### config.mk
export PLATFORM = sky130hd
export DESIGN_NAME = riscv_membus_arb
export DESIGN_NICKNAME = d
export VERILOG_FILES = /design/src/rtl/riscv_membus_arb.sv
export SDC_FILE = /design/constraint.sdc
export NUM_CORES = 1
export LEC_CHECK = 0
export CAP_MARGIN = 5
export CORE_AREA = 2 2 106 108
export CTS_CLUSTER_SIZE = 25
export DETAILED_ROUTE_END_ITERATION = 6
export DIE_AREA = 0 0 108 110
export PLACE_DENSITY = 0.71
export REMOVE_ABC_BUFFERS = 1
export SLEW_MARGIN = 0
export SYNTH_ARGS = -nofsm -noshare
export SYNTH_HDL_FRONTEND = slang
export SYNTH_SLANG_ARGS = --single-unit
### constraint.sdc
create_clock -name clk -period 1.8 [get_ports clk]
set_input_delay 0.45 -clock clk [delete_from_list [all_inputs] [get_ports clk]]
set_output_delay 0.45 -clock clk [all_outputs]
set_load 0.01 [all_outputs]
### src/rtl/riscv_membus_arb.sv
// Arbitrates instruction-fetch and data ports onto one shared memory port.
// Data wins by default; a waiting fetch is forced through after STARVE_LIMIT data grants.
module riscv_membus_arb #(
    parameter int unsigned XLEN         = 32,
    parameter int unsigned STARVE_LIMIT = 4
) (
    input  logic            clk,
    input  logic            rst,
    input  logic            im_req,
    input  logic [XLEN-1:0] im_adr,
    output logic            im_ack,
    output logic            im_err,
    output logic [XLEN-1:0] im_q,
    input  logic            dm_req,
    input  logic [XLEN-1:0] dm_adr,
    input  logic [XLEN-1:0] dm_d,
    input  logic            dm_we,
    input  logic [2:0]      dm_size,
    output logic            dm_ack,
    output logic            dm_err,
    output logic [XLEN-1:0] dm_q,
    output logic            bus_req,
    output logic [XLEN-1:0] bus_adr,
    output logic [XLEN-1:0] bus_d,
    output logic            bus_we,
    output logic [2:0]      bus_size,
    input  logic            bus_ack,
    input  logic            bus_err,
    input  logic [XLEN-1:0] bus_q,
    output logic [1:0]      arb_owner
);

    // A zero limit still needs a one-bit counter to keep the logic well formed.
    localparam int unsigned CNT_W = (STARVE_LIMIT > 0) ? $clog2(STARVE_LIMIT + 1) : 1;
    localparam logic [CNT_W-1:0] LIMIT_C   = CNT_W'(STARVE_LIMIT);
    localparam logic [2:0]       SIZE_WORD = 3'b010;

    typedef enum logic [1:0] {
        ST_IDLE = 2'b00,
        ST_IGNT = 2'b01,
        ST_DGNT = 2'b10
    } state_t;

    state_t           r_state;
    state_t           w_state_nxt;
    logic [CNT_W-1:0] r_starve_cnt;
    logic [CNT_W-1:0] w_starve_nxt;
    logic             w_data_wins;
    logic             w_done;

    assign w_data_wins = dm_req && (!im_req || (r_starve_cnt < LIMIT_C));
    assign w_done      = bus_ack || bus_err;

    always_ff @(posedge clk) begin
        if (rst) begin
            r_state      <= ST_IDLE;
            r_starve_cnt <= '0;
        end else begin
            r_state      <= w_state_nxt;
            r_starve_cnt <= w_starve_nxt;
        end
    end

    always_comb begin
        w_state_nxt  = r_state;
        w_starve_nxt = r_starve_cnt;
        im_ack       = 1'b0;
        im_err       = 1'b0;
        dm_ack       = 1'b0;
        dm_err       = 1'b0;
        bus_req      = 1'b0;
        bus_adr      = '0;
        bus_d        = '0;
        bus_we       = 1'b0;
        bus_size     = 3'b000;
        arb_owner    = r_state;

        case (r_state)
            ST_IDLE: begin
                if (w_data_wins) begin
                    w_state_nxt = ST_DGNT;
                    if (!im_req) begin
                        w_starve_nxt = '0;
                    end else if (r_starve_cnt < LIMIT_C) begin
                        w_starve_nxt = r_starve_cnt + CNT_W'(1);
                    end
                end else if (im_req) begin
                    w_state_nxt  = ST_IGNT;
                    w_starve_nxt = '0;
                end
            end
            ST_IGNT: begin
                bus_req  = 1'b1;
                bus_adr  = im_adr;
                bus_size = SIZE_WORD;
                im_ack   = bus_ack;
                im_err   = bus_err;
                if (w_done) begin
                    w_state_nxt = ST_IDLE;
                end
            end
            ST_DGNT: begin
                bus_req  = 1'b1;
                bus_adr  = dm_adr;
                bus_d    = dm_d;
                bus_we   = dm_we;
                bus_size = dm_size;
                dm_ack   = bus_ack;
                dm_err   = bus_err;
                if (w_done) begin
                    w_state_nxt = ST_IDLE;
                end
            end
            default: begin
                w_state_nxt = ST_IDLE;
            end
        endcase
    end

    assign im_q = bus_q;
    assign dm_q = bus_q;

endmodule

==> flow_summary_export.csv, run 1 <==
group,metric,value,unit
critical_path,crit_chain,"inv_4 > ha_4 > buf_12 > buf_16 > buf_6 > and2_1 > buf_2",
status,violations,"setup timing",
cts,hold_buffers,0,
critical_path,path_buf_inv,5,
logic_synthesis,yosys.cell_types.count,23,
cts,clk_path_buf_depth,2,
status,status,"finished with violations",
logic_synthesis,yosysSeqAreaShare,0.0644,
detailed_routing,wl_per_cell,27.0,um
sta,fmax,516,MHz
global_route,grt_overflow,0,
detailed_routing,vias,2120,
sta,tns,-4760,ps
power_and_ir_drop,power_per_cell_area,355,nW/um^2
critical_path,r2r_cells,6,
min_path,hold_path_depth,2,
detailed_routing,dr.pass1.iters,4,
critical_path,rr_startpoint,"arb_owner[1]",
global_route,grt_usage,0.196,
finish,fin_util,0.321,
sta,setup_viol,60,
critical_path,r2r-end,"arb_owner[1]",
finish,drive_gt1_frac,0.458,
critical_path,reg2reg_slack,250,ps
power_and_ir_drop,irDropWorstVdd,0.000391,V
detailed_routing,route.detailed.drc,0,
finish,final_area,3440,sq um
sta,min_period,1940,ps
critical_path,critPathLaunchType,"register",
critical_path,critPathMaxStageDelay,350,ps
placed_design,io_buffers,180,
sta,fin_ws,-138,ps
detailed_routing,viasPerCell,4.35,
critical_path,end_kind,"output pin",
logic_synthesis,synth.avg_cell_area,7.30,sq um
finish,layout.cells.non_filler,487,
sta,worst-slew-pin-transition,277,ps
global_route,grt_pass1_wl,15.8,mm
sta,period_share,1.08,
critical_path,worst-path-max-fanout,6,
logic_synthesis,syn-instance-count,213,
floorplan,row_count,38,
sta,relSlewSlack,0.814,
critical_path,arrival,1490,ps
min_path,hold_class,"register to register",
sta,hold_viol,0,
floorplan,die_area,11900,sq um
critical_path,required,1350,ps
min_path,hold_end,"r_starve_cnt[0]",
global_route,antenna_found_initial,0,
cts,htreeDepth,1,
critical_path,crit_slowest_cell,"dfxtp_4",
cts,clk_latency,220,ps
logic_synthesis,syn_area,1560,sq um
critical_path,criticalPathCategory,"register to output pin",
placed_design,placed_cell_area,3090,sq um
finish,nets,490,
logic_synthesis,ys_ff_latch,5,
min_path,min_from,"r_starve_cnt[0]",
logic_synthesis,synth_warnings,0,
detailed_routing,routed_wirelength,13.1,mm
run,maxCapViolations,0,
sta,rsz0062_at_grt,"yes",
detailed_routing,ant_nets,0,
placed_design,placed_cells,466,
sta,finClkSkew,0.268,ps
cts,numCtsBuffers,3,
global_route,first_global_vias,2141,
power_and_ir_drop,static-leakage-power,1.41,nW
cts,root_buffer,"clkbuf_8",
cts,cts_tree,"yes",
floorplan,die_h,110,um
cts,clk_pin_slew_worst_paths,30,ps
floorplan,core_area,10700,sq um
global_route,grt_max_degree,20,
sta,slew_violations,0,
finish,antennaDiodeCount,0,
cts,cts.sinks,5,
floorplan,start_util,0.145,
placed_design,place_hpwl,10.6,mm
finish,area_growth,121,%
detailed_routing,drtIter0Drc,114,
floorplan,die_x,108,um
floorplan,num_io_pins,277,
critical_path,crit_family,"buffers and inverters",
placed_design,place.gp.congestion,0.777,
==> cell usage in the layout (no fill, tap or decap), types with 4 or more instances in the layout <==
cell,instances
clkdlybuf4s50_1,107
buf_2,58
nor2b_1,28
a22oi_2,27
and2_1,26
buf_6,22
and2_4,13
buf_12,8
a22oi_1,7
buf_4,6
nor2b_2,4
buf_16,4
==> worst max path at each step <==
stage	start	endpoint	slack, ps	depth (start not counted)
after floorplan	arb_owner[0]	bus_adr[10]	-560	4
after global placement	dm_adr[27]	bus_adr[27]	-420	4
after detailed placement	dm_adr[27]	bus_adr[27]	-430	4
after CTS	arb_owner[0]	bus_adr[23]	-160	7
after global routing	arb_owner[0]	bus_adr[27]	-180	7
final	arb_owner[0]	bus_d[24]	-140	7
==> metrics by stage <==
step                worst slack [ps]  power, mW  hold slack, ps
floorplan                       -556      0.345             481
global placement                -424      0.816             493
detailed placement              -427      0.828             526
CTS                             -161       1.17             536
global route                    -179       1.29             562
finish                          -138       1.22             529
==> state kept, by name (all words and copies together) (netlist names) <==
| register | count |
|---|---|
| r_starve_cnt | 3 |
| arb_owner | 2 |
==> final cells by class <==
cell class | instances | area (sq um)
Clock buffer | 4 | 45.0
Fill cell | 1117 | 7260
Inverter | 2 | 12.5
Multi-Input combinational cell | 127 | 1090
Sequential cell | 5 | 108
Tap cell | 140 | 175
Timing Repair Buffer | 209 | 2000
==> per-layer routing <==
| metal | vias up | share of wire | global-route usage | routed length (um) |
|---|---|---|---|---|
| li1 | 918 | - | - | - |
| met4 | 2 | 0.061 | 0.107 | 797 |
| met5 | - | 0.0040 | 0.0625 | 53 |
| met2 | 214 | 0.51 | 0.376 | 6660 |
| met1 | 963 | 0.27 | 0.141 | 3570 |
| met3 | 23 | 0.16 | 0.129 | 2060 |
==> kinds of logic (layout without fill, tap and decap cells) <==
kind of cell | count (synthesis) | after routing | synth area share
fa+ha+maj | 4 | 4 | 0.0322
buf+inv | 81 | 215 | 0.375
simple gates | 82 | 82 | 0.339
compound gates | 40 | 40 | 0.183
mux | 1 | 1 | 0.00644
flops | 5 | 5 | 0.0644
==> worst reg2reg max path, stage by stage (launching register included) <==
cell     delay, ps
dfxtp_4        370
inv_4           50
ha_4           290
buf_12         140
nor3b_2        290
o21ai_0        170
a21oi_1        160
==> Yosys cell counts <==
| library cell | n | area share |
|---|---|---|
| buf_4 | 66 | 0.32 |
| and2_1 | 39 | 0.16 |
| a22oi_1 | 34 | 0.16 |
| nor2b_1 | 30 | 0.12 |
| buf_2 | 7 | 0.023 |
| dfxtp_1 | 5 | 0.064 |
| ha_1 | 4 | 0.032 |
| a21oi_1 | 3 | 0.0097 |
| clkbuf_1 | 3 | 0.0072 |
| nor2_1 | 3 | 0.0072 |
| nor2b_2 | 3 | 0.017 |
| dlymetal6s2s_1 | 2 | 0.016 |
| inv_1 | 2 | 0.0048 |
| nand4b_1 | 2 | 0.011 |
| o21ai_0 | 2 | 0.0064 |
| and4b_1 | 1 | 0.0064 |
| dlygate4sd1_1 | 1 | 0.0056 |
| mux2i_1 | 1 | 0.0064 |
| nand2_1 | 1 | 0.0024 |
| nand2b_1 | 1 | 0.0040 |
| nor3b_1 | 1 | 0.0048 |
| nor3b_2 | 1 | 0.0080 |
| o21ai_1 | 1 | 0.0032 |
==> power breakdown <==
part / internal (mW) / total, mW / switching [mW]
logic: 0.566 / 0.889 / 0.323
clock network: 0.152 / 0.210 / 0.0577
registers: 0.116 / 0.122 / 0.00636
==> repair_timing <==
action                                 in CTS  in global routing
setup buffers                               7                  4
setup endpoints to repair                  73                 63
gates cloned                                6                  4
endpoints found under the hold margin       0                  0
gates resized for setup                   346                 38
pin swaps                                   4                  7
Note: power is estimated with default switching activity, not from simulation.
==> run 2: changes to the inputs <==
Settings changed: GPL_ROUTABILITY_DRIVEN from default to 0.
==> results of run 2 <==
Final layout, timing and power as in run 1 (identical DEF).
